<file path="config.mk">
export PLATFORM = sky130hd
export DESIGN_NAME = vga_timing_gen
export DESIGN_NICKNAME = d
export VERILOG_FILES = /design/src/rtl/vga_pkg.sv /design/src/rtl/vga_pix_div.sv /design/src/rtl/vga_timing_gen.sv
export SDC_FILE = /design/constraint.sdc
export NUM_CORES = 1
export LEC_CHECK = 0
export CAP_MARGIN = 0
export CORE_MARGIN = 2
export CORE_UTILIZATION = 30
export DETAILED_ROUTE_END_ITERATION = 10
export HOLD_SLACK_MARGIN = 0.15
export PLACE_DENSITY = 0.59
export SLEW_MARGIN = 0
export SYNTH_ARGS = -nofsm -noshare
export SYNTH_HDL_FRONTEND = slang
export SYNTH_HIERARCHICAL = 1
export SYNTH_SLANG_ARGS = --single-unit
</file>
<file path="constraint.sdc">
create_clock -name clk -period 2.5 [get_ports clk]
set_input_delay 0.5 -clock clk [delete_from_list [all_inputs] [get_ports clk]]
set_output_delay 0.5 -clock clk [all_outputs]
set_load 0.005 [all_outputs]
</file>
<file path="src/rtl/vga_pkg.sv">
// vga_pkg: 640x480@60 raster constants and the
// registered output bundle shared by the VGA blocks.
package vga_pkg;

  localparam int unsigned CLK_DIV_DEF = 4;

  localparam int unsigned VGA_H_ACTIVE = 640;
  localparam int unsigned VGA_H_FP     = 16;
  localparam int unsigned VGA_H_SYNC   = 96;
  localparam int unsigned VGA_H_BP     = 48;
  localparam int unsigned VGA_V_ACTIVE = 480;
  localparam int unsigned VGA_V_FP     = 10;
  localparam int unsigned VGA_V_SYNC   = 2;
  localparam int unsigned VGA_V_BP     = 33;

  localparam int unsigned VGA_H_TOTAL =
    VGA_H_ACTIVE + VGA_H_FP + VGA_H_SYNC + VGA_H_BP;
  localparam int unsigned VGA_V_TOTAL =
    VGA_V_ACTIVE + VGA_V_FP + VGA_V_SYNC + VGA_V_BP;

  localparam int unsigned VGA_HS_START =
    VGA_H_ACTIVE + VGA_H_FP;
  localparam int unsigned VGA_HS_END =
    VGA_HS_START + VGA_H_SYNC;
  localparam int unsigned VGA_VS_START =
    VGA_V_ACTIVE + VGA_V_FP;
  localparam int unsigned VGA_VS_END =
    VGA_VS_START + VGA_V_SYNC;

  typedef struct packed {
    logic       hsync;
    logic       vsync;
    logic       video_on;
    logic [9:0] x;
    logic [9:0] y;
    logic       line_tick;
    logic       frame_tick;
  } vga_out_t;

endpackage

</file>
<file path="src/rtl/vga_pix_div.sv">
// vga_pix_div: pixel-enable strobe generator.
// adv_o marks the edge that registers pix_en_o.
module vga_pix_div
  import vga_pkg::*;
#(
  parameter int unsigned CLK_DIV = CLK_DIV_DEF
) (
  input  logic clk_i,
  input  logic rst_ni,
  input  logic en_i,
  output logic pix_en_o,
  output logic adv_o
);

  localparam int unsigned W = $clog2(CLK_DIV);
  localparam logic [W-1:0] LAST = W'(CLK_DIV - 1);

  if (CLK_DIV < 2) begin : g_bad_div
    $error("vga_pix_div: CLK_DIV must be >= 2");
  end

  logic [W-1:0] div_q, div_d;
  logic         pix_en_q;

  assign adv_o    = en_i && (div_q == LAST);
  assign pix_en_o = pix_en_q;

  always_comb begin
    div_d = div_q + W'(1);
    if (!en_i || adv_o) begin
      div_d = '0;
    end
  end

  always_ff @(posedge clk_i or negedge rst_ni) begin
    if (!rst_ni) begin
      div_q    <= '0;
      pix_en_q <= 1'b0;
    end else begin
      div_q    <= div_d;
      pix_en_q <= adv_o;
    end
  end

endmodule

</file>
<file path="src/rtl/vga_timing_gen.sv">
// vga_timing_gen: registered VGA raster timing driven
// by a pixel-enable strobe from the system clock.
module vga_timing_gen
  import vga_pkg::*;
#(
  parameter int unsigned CLK_DIV  = CLK_DIV_DEF,
  parameter int unsigned H_ACTIVE = VGA_H_ACTIVE,
  parameter int unsigned H_FP     = VGA_H_FP,
  parameter int unsigned H_SYNC   = VGA_H_SYNC,
  parameter int unsigned H_BP     = VGA_H_BP,
  parameter int unsigned V_ACTIVE = VGA_V_ACTIVE,
  parameter int unsigned V_FP     = VGA_V_FP,
  parameter int unsigned V_SYNC   = VGA_V_SYNC,
  parameter int unsigned V_BP     = VGA_V_BP,
  parameter logic        HS_POL   = 1'b0,
  parameter logic        VS_POL   = 1'b0
) (
  input  logic       clk,
  input  logic       rst,
  input  logic       en,
  output logic       pix_en,
  output logic       hsync,
  output logic       vsync,
  output logic       video_on,
  output logic [9:0] x,
  output logic [9:0] y,
  output logic       line_tick,
  output logic       frame_tick
);

  localparam int unsigned HT =
    H_ACTIVE + H_FP + H_SYNC + H_BP;
  localparam int unsigned VT =
    V_ACTIVE + V_FP + V_SYNC + V_BP;

  if (HT > 1024 || VT > 1024) begin : g_bad_total
    $error("vga_timing_gen: totals exceed 10 bits");
  end

  localparam logic [9:0] H_LAST = 10'(HT - 1);
  localparam logic [9:0] V_LAST = 10'(VT - 1);
  localparam logic [9:0] H_VIS  = 10'(H_ACTIVE);
  localparam logic [9:0] V_VIS  = 10'(V_ACTIVE);
  localparam logic [9:0] HS_BEG = 10'(H_ACTIVE + H_FP);
  localparam logic [9:0] HS_END =
    10'(H_ACTIVE + H_FP + H_SYNC);
  localparam logic [9:0] VS_BEG = 10'(V_ACTIVE + V_FP);
  localparam logic [9:0] VS_END =
    10'(V_ACTIVE + V_FP + V_SYNC);

  localparam vga_out_t IDLE = '{
    hsync:      ~HS_POL,
    vsync:      ~VS_POL,
    video_on:   1'b0,
    x:          10'd0,
    y:          10'd0,
    line_tick:  1'b0,
    frame_tick: 1'b0
  };

  logic       adv;
  logic [9:0] h_q, h_d;
  logic [9:0] v_q, v_d;
  vga_out_t   out_q, out_d;

  vga_pix_div #(
    .CLK_DIV (CLK_DIV)
  ) u_div (
    .clk_i    (clk),
    .rst_ni   (rst),
    .en_i     (en),
    .pix_en_o (pix_en),
    .adv_o    (adv)
  );

  // Outputs present the pre-increment pixel.
  always_comb begin
    h_d              = h_q;
    v_d              = v_q;
    out_d            = out_q;
    out_d.line_tick  = 1'b0;
    out_d.frame_tick = 1'b0;
    if (!en) begin
      h_d   = '0;
      v_d   = '0;
      out_d = IDLE;
    end else if (adv) begin
      out_d.hsync =
        (h_q >= HS_BEG && h_q < HS_END) ?
        HS_POL : ~HS_POL;
      out_d.vsync =
        (v_q >= VS_BEG && v_q < VS_END) ?
        VS_POL : ~VS_POL;
      out_d.video_on =
        (h_q < H_VIS) && (v_q < V_VIS);
      out_d.x          = h_q;
      out_d.y          = v_q;
      out_d.line_tick  = (h_q == '0);
      out_d.frame_tick =
        (h_q == '0) && (v_q == V_VIS);
      if (h_q == H_LAST) begin
        h_d = '0;
        v_d = (v_q == V_LAST) ? '0 : v_q + 10'd1;
      end else begin
        h_d = h_q + 10'd1;
      end
    end
  end

  always_ff @(posedge clk or negedge rst) begin
    if (!rst) begin
      h_q   <= '0;
      v_q   <= '0;
      out_q <= IDLE;
    end else begin
      h_q   <= h_d;
      v_q   <= v_d;
      out_q <= out_d;
    end
  end

  assign hsync      = out_q.hsync;
  assign vsync      = out_q.vsync;
  assign video_on   = out_q.video_on;
  assign x          = out_q.x;
  assign y          = out_q.y;
  assign line_tick  = out_q.line_tick;
  assign frame_tick = out_q.frame_tick;

endmodule

</file>
; Word level (Yosys, flattened, before mapping)
; Index checks and enable logic that the tools add are counted.
[word_totals]
reg_bits = 48
inputBits = 3
output_inout_bits = 26
elab_cells = 47
[op_classes]
addsub = 3
order_cmp = 6
n_eq_ne = 6
muxes = 12
n_reduce_logical = 9
[ops]
columns = cell, count
row1 = two-way mux 10 bit, 7
row2 = two-way mux 25 bit, 2
row3 = "adder 10 x 1 -> 10 bit, second input constant", 2
row4 = "== test 10 bit, second input constant", 2
row5 = "< comparator 10 bit, second input constant", 2
row6 = "< comparator 10 x 9 -> 1 bit, second input constant", 2
row7 = "== test 10 x 9 -> 1 bit, second input constant", 1
row8 = "greater-or-equal comparator 10 bit, second input constant", 1
row9 = "greater-or-equal comparator 10 x 9 -> 1 bit, second input constant", 1
row10 = zero test 10 bit, 1
row11 = logical AND 1 bit, 5
row12 = "inequality test 2 x 1 -> 1 bit, second input constant", 2
row13 = "adder 2 x 1 -> 2 bit, second input constant", 1
row14 = "== test 2 bit, second input constant", 1
row15 = two-way mux 1 bit, 2
row16 = two-way mux 2 bit, 1
row17 = AND reduction 2 bit, 1
row18 = zero test 1 bit, 1
row19 = logical OR 1 bit, 1

; Longest topological paths before layout
; Gate-level depths: netlist of run 1.
[logic_depth]
ltp_word = 5
mapped_depth = 7
mapped_depth_nobuf = 6

; Modules after synthesis
; Netlist of run 1, hierarchy kept.
[by_module_without_submodules]
columns = mod, n_inst, cells_each, area_each_um2, seq_area_each_um2
row1 = vga_timing_gen, 1, 220, 2297.2, 1128.6
row2 = vga_pix_div, 1, 7, 116.4, 75.1

; Worst setup path before layout of run 1
; No wires, ideal clock.
[synth_timing]
path_kind = register -> register
from = register u_div.div_q[0]
to = register v_q[7]
setup_time_ps = 104
arrival_ps = 1629
t_required_ps = 2396
slack_ps = 768
stages_incl_launch_ff = 8
n_path_buf = 1
synth_period_minus_slack_ps = 1732
path_cell_list = dfrtp_1 -> ha_1 -> and2_2 -> buf_2 -> nand3b_1 -> nor3_4 -> nand2_4 -> o41ai_2
[synth_via]
elab_chain_cells = 4
[synth_lines]
columns = item, line
row1 = start: declaration, vga_pix_div.sv:22  ; logic [W-1:0] div_q, div_d;
row2 = start signal: assignment, vga_pix_div.sv:40  ; div_q <= div_d;
row3 = == test 2 bit, vga_pix_div.sv:25  ; assign adv_o = en_i && (div_q == LAST);
row4 = logical AND 1 bit, vga_pix_div.sv:25
row5 = named net adv, vga_timing_gen.sv:61  ; logic adv;
row6 = inequality test 2 x 1 -> 1 bit (no line), -
row7 = AND reduction 2 bit (no line), -
row8 = end signal: assignment, vga_timing_gen.sv:117  ; v_q <= v_d;
row9 = end: declaration, vga_timing_gen.sv:63  ; logic [9:0] v_q, v_d;
; The timed path passes the listed nets, and every way through them passes these cells.
; A chain may end at the register's enable or synchronous reset.

; Worst setup path after layout of run 1
[layout_timing]
from = input port en
to = register v_q[7]
[layout_via]
elab_chain_cells = 3
word_cells_on_any_way = 5
classes_between = 2 x eq/ne / 1 x mux / 2 x reduce/logical
[layout_lines]
columns = item, line
row1 = start: declaration, vga_timing_gen.sv:20  ; input logic en,
row2 = logical AND 1 bit, vga_pix_div.sv:25
row3 = inequality test 2 x 1 -> 1 bit (no line), -
row4 = AND reduction 2 bit (no line), -
; Several ways; a longest one is shown, not always the timed one.

==> impl_results.md, run 1 <==
- Status: finished clean
- DR WL/cell: approximately 15 um
- Placer Congestion: 0.864
- Post-DP Area: approximately 2800 um^2
- Dominant synthesized flop cell: dfrtp_1
- Initial Util: between 30% and 40%
- Int Pwr: about 1.2 mW
- Clock transition at path regs: ~90 ps
- Delay-heaviest family, CP: buffers and inverters
- Synth Instances: between 200 and 250
- Total of max-cap violations: 0
- Iter 0 DRT Violations: about 120
- Async S/R FF share, synth: 100%
- Cts repair resizes: 0
- Final WL: roughly 5400 um
- LEAKAGE: about 1.2 nW
- Req. time, crit path: 2710 ps
- Dpl cells: 350
- Hold Path Class: reg2reg
- Initial antenna violation count: 0
- CP Capture Type: flop
- Yosys cell types: 50
- IO Count: 29
- Critical Path, Cell by Cell: clkdlybuf4s50_1 -> buf_4 -> nand3b_1 -> nor3_4 -> nand2_4 -> o41ai_2
- Final period util: between 70% and 80%
- Synth Net Count: 236
- Post-CTS Hold Fix Bufs: 1
- TNS Setup: 0 ps
- I/O Buffers: 28
- Bufs and invs on worst path: 2
- Achievable Freq: between 500 and 600 MHz
- Gr busiest metal: met1
- Number of global-route vias before repair: 1776
- Top cells by count, synth: 46 x dfrtp_1, 29 x nor2_1, 20 x mux2i_1
- Post-route cell area: 2930 um^2
- Die Y: between 90 and 100 um
- Die X: 93.7 um
- H-Tree Depth: 2
- Core Area: 7770 um^2
- P_sw: between 0.3 and 0.4 mW
- Diode count: 0
- Synth warn: 6
- Layout area overhead: 21.4%
- Top cell type's share of synthesized area: between 40% and 50%
- TritonRoute pass-1 iters: 4
- Vias/cell: roughly 5.0
- Finished Layout Cells: roughly 360
- Share of cells above drive strength 1: a little over a tenth
- CTS tree: done
- Drc violations: 0
- GRT met3 Usage: ~2.8%
- CP Class: in2reg
- Total power: around 1.5 mW
- Peak supply drop: ~0.26 mV
- Top-count cell post-synth: dfrtp_1
- Slew margin rel.: about two thirds
- EDFF count, synth: 0
- PwrDens: 505 nW/um^2
- RSZ-0062 raised after global routing: no
- Worst path max stage delay: between 400 and 500 ps
- Crit path DAT: about 2200 ps
- Routing usage on met1: about a fifth
- GRT met2 Usage: about a fifth
- Min Tclk post-route: ~1900 ps
- Combinational power share: 5.2%
- Type of origin of the critical path: input pin
- Clk_lat worst skew: approximately 300 ps
- Sequential fraction of the synthesis area: between 40 and 50%
- Final HPWL DP: 3640 um
- Area of the mapped netlist: 2410 um^2
- Pin count of the biggest net entering global routing: 30
- Gr ovfl total: 0
- Clock sink count: 48
- Fin. Hold Viols: 0
- Inserted Clock Buffers: 5
- CP max FO: 14
- Routed vias: approximately 1800
- Nets: about 270
- Clk buf depth: 2
- Net Sw Frac: between 20% and 30%
- Full die area: just under 9000 um^2
- Post-synth top area cell: dfrtp_1
- Seq cells post-synth: 48
- First-pass GRT wire length: between 9000 and 10000 um
- Worst-margin pin slew: between 400 and 500 ps
- Top post-synthesis cells by area: dfrtp_1 48%, mux2i_1 8.3%, nor2_1 4.5%
- Final number of setup-violating endpoints: 0
- Row Count: 32
- Total GRT Usage: around 13%
- Final ANT Viol Nets: 0
- Pins Over Slew Limit: 0
- Avg Inst Size Synth: 10.6 um^2
- Post CTS Setup Buffer Count: 0
- Final Skew: roughly 5.6 ps
- Sequential power share: a little over half
- Clock network power share: between 40% and 50%
- Slowest CP cell: clkdlybuf4s50_1
- Root Driver: clkbuf_8
[cell type report]
| cell class | count | area (um^2) |
|---|---|---|
| Fill cell | 803 | 4840 |
| Sequential cell | 48 | 1200 |
| Multi-Input combinational cell | 161 | 1130 |
| Timing Repair Buffer | 34 | 323 |
| Tap cell | 102 | 128 |
| Clock buffer | 7 | 96.3 |
| Clock inverter | 1 | 30.0 |
| Inverter | 6 | 22.5 |
[registers in the layout (all words and copies together), names as in the netlist]
name	flops
h_q	10
v_q	10
x	10
y	10
u_div/div_q	2
frame_tick	1
hsync	1
line_tick	1
u_div/pix_en_o	1
video_on	1
vsync	1
[cell usage in the layout, fill, tap and decap left out, types with 2 or more instances in the layout]
cell type and count:
nand2b_1 5, and2_1 6, nand4_1 5, a21oi_1 7, buf_4 5, o21ai_0 10, dfrtp_1 46, o31a_1 4
a22oi_1 2, nand3_1 8, or2_2 2, ha_1 6, dfstp_2 2, and3_1 2, clkdlybuf4s50_1 27, mux2i_1 20
inv_1 6, a31oi_1 6, or3_1 3, nand2_1 10, clkbuf_8 7, nor3_1 4, o31ai_1 3, xor2_1 4
nor2_1 29
[power by group through the flow]
stage / Sequential (mW) / Combinational (mW) / Clock [mW]
after floorplan: 0.802 / 0.0397 / 0
after global routing: 0.788 / 0.0864 / 0.669
after global placement: 0.802 / 0.0756 / 0
after detailed placement: 0.802 / 0.0768 / 0
final: 0.787 / 0.0766 / 0.616
after CTS: 0.787 / 0.0787 / 0.629
[logic make-up (layout without fill, tap and decap cells)]
kind of cell | after synthesis | in the layout | synth area share [%]
DFF | 48 | 48 | 49.9
adders and majority gates | 6 | 6 | 3.11
AOI/OAI and AO/OA | 39 | 39 | 11.2
and+or+nand+nor | 91 | 91 | 22.2
muxes | 20 | 20 | 8.29
buffers and inverters | 18 | 48 | 3.47
xor gates and xnor gates | 5 | 5 | 1.81
[worst paths after layout]
kind / cells after the start / slack, ps / start / to
setup / recovery: 6 / 560 / en / v_q[7]
hold / removal: 1 / 460 / u_div/div_q[0] / u_div/div_q[0]
setup reg to reg: 6 / 650 / u_div/div_q[0] / v_q[7]
hold reg to reg: 1 / 460 / u_div/div_q[0] / u_div/div_q[0]
max in group asynchronous: 3 / 1110 / rst / y[0]
min in group asynchronous: 2 / 660 / rst / x[9]
[metrics by stage]
step           util (%)  setup slack, ps  hold slack, ps
3_3_place_gp       36.0              296             444
2_1_floorplan         -              768             204
4_1_cts            37.7              557             458
6_report           37.7              555             459
3_5_place_dp       36.0              247             445
5_1_grt            37.7              425             466
[per-layer routing]
layer	routed length, um	share of wire, %	vias to the layer above
li1	-	-	868
met1	2690	50	875
met2	2420	45	34
met3	196	3.6	9
met4	102	1.9	0
met5	0	0	-
Note: power is estimated with default switching activity, not from simulation.
==> run 2: changes to the inputs <==
- clock period: 2.5 -> 1.89 ns (I/O delays scaled with it)
==> impl_results.md, run 2 (same netlist as run 1, synthesis figures left out) <==
- Share of cells above drive strength 1: roughly 16%
- Inserted Clock Buffers: 5
- Req. time, crit path: around 2100 ps
- Bufs and invs on worst path: 0
- Total GRT Usage: 13.5%
- Achievable Freq: around 570 MHz
- H-Tree Depth: 2
- Vias/cell: approximately 5.1
- Clock transition at path regs: approximately 100 ps
- CP Capture Type: flop
- Finished Layout Cells: between 300 and 400
- DR WL/cell: about 15 um
- Int Pwr: approximately 1.6 mW
- DR WL met2: between 2000 and 2500 um
- Clk buf depth: 2
- Core Area: around 7800 um^2
- P_sw: around 0.44 mW
- Combinational power share: under 10%
- Min Tclk post-route: approximately 1700 ps
- IO Count: 29
- Gr ovfl total: 0
- Die X: 93.7 um
- Crit path DAT: ~1900 ps
- Placer Congestion: between 0.9 and 1
- Post-route cell area: 3080 um^2
- Pre-CTS WS: -124 ps
- Sequential power share: around 51%
- Number of global-route vias before repair: between 1500 and 2000
- Status: finished clean
- Pin count of the biggest net entering global routing: 30
- CP max FO: 7
- Nets: about 280
- Drc violations: 0
- RSZ-0062 raised after global routing: no
- Layout area overhead: 27.4%
- Final Skew: 15.0 ps
- Worst path max stage delay: 440 ps
- Final ANT Viol Nets: 0
- Hold Path Class: reg2reg
- Final HPWL DP: ~3800 um
- I/O Buffers: 28
- Net Sw Frac: 21.3%
- Highest metal used: met4
- Final number of setup-violating endpoints: 0
- Worst-margin pin slew: ~490 ps
- Commonest non-fill, non-tap cell in the layout: dfrtp_1
- Final period util: between 90 and 100%
- TritonRoute pass-1 iters: 4
- Slowest CP cell: o31a_1
- Initial Util: slightly above 30%
- Peak supply drop: between 0.2 and 0.3 mV
- CTS tree: done
- Full die area: between 8000 and 9000 um^2
- Delay-heaviest family, CP: compound AO/OA/AOI/OAI gates
- Total of max-cap violations: 0
- Row Count: 32
- Fin. Hold Viols: 0
- Met3 routed WL: about 160 um
- Diode count: 0
- Critical Path, Cell by Cell: ha_2 -> nand4bb_4 -> o31a_1 -> o21ai_0 -> o41ai_2
- First-pass GRT wire length: about 9300 um
- Type of origin of the critical path: flop
- Die Y: ~94 um
- Total power: about 2.1 mW
- Clock sink count: between 40 and 50
- Min Hold Slack: approximately 450 ps
- Pins Over Slew Limit: 0
- Post CTS Setup Buffer Count: 0
- Clk_lat worst skew: slightly above 300 ps
- Final worst slack: approximately 140 ps
- Clock network power share: between 40 and 50%
- Slew margin rel.: roughly two thirds
- TNS Setup: 0 ps
- Initial antenna violation count: 0
- PwrDens: approximately 670 nW/um^2
- Iter 0 DRT Violations: 179
- Dpl cells: 366
- CP Class: reg2reg
- Post-DP Area: 2930 um^2
- Final WL: ~5500 um
- Commonest non-fill, non-tap cells in the layout: 46 x dfrtp_1, 29 x nor2_1, 27 x clkdlybuf4s50_1, 20 x mux2i_1, 20 x buf_4
- LEAKAGE: 1.29 nW
- Core Util, Final: about two fifths
- Met1 WL: around 2800 um
- Routed vias: between 1500 and 2000
- Root Driver: clkbuf_8
## run 2: cell types whose count changed in the layout (fill, tap and decap cells not counted)
cell       previous run  this run
ha_1                  6         5
clkbuf_8              7         5
ha_2                  0         1
buf_12                0         1
bufinv_16             1         2
buf_4                 5        20
inv_6                 0         1
## run 2: final timing paths
path,startpoint,end,slack [ps],cells after the start
min in group asynchronous,rst,x[8],550,2
worst min register to register,u_div/div_q[0],u_div/div_q[0],450,1
max in group asynchronous,rst,v_q[4],810,3
worst max-delay path,h_q[0],v_q[7],140,5
worst min-delay path,u_div/div_q[0],u_div/div_q[0],450,1
worst max register to register,h_q[0],v_q[7],140,5
## run 2: power groups by stage
stage	sequential [mW]	clock (mW)	combinational (mW)
final	1.04	0.896	0.115
after global routing	1.04	0.966	0.131
after CTS	1.04	0.930	0.119
after detailed placement	1.06	0	0.117
after global placement	1.06	0	0.116
after floorplan	1.06	0	0.0525
## run 2: routing by layer
layer / track usage, % / vias up
met5: 0 / -
met4: 5.43 / 0
met3: 2.41 / 8
met2: 19.3 / 39
met1: 20.2 / 944
li1: - / 906
## run 2: cell type report
cell class / instances / area [um^2]
Clock inverter: 3 / 68.8
Fill cell: 772 / 4690
Sequential cell: 48 / 1200
Tap cell: 102 / 128
Multi-Input combinational cell: 161 / 1130
Timing Repair Buffer: 50 / 455
Clock buffer: 5 / 68.8
Inverter: 6 / 22.5
## run 2: worst register-to-register path, cell delays in order, from the launching register on
cell and delay (ps):
dfrtp_1 430, ha_2 250, nand4bb_4 180, o31a_1 440, o21ai_0 240, o41ai_2 100
## run 2: timing repair
action                                  CTS  global route
resized for setup                         0             1
hold buffers                              1             0
endpoints found under the setup margin    0             2
endpoints found under the hold margin    17             0
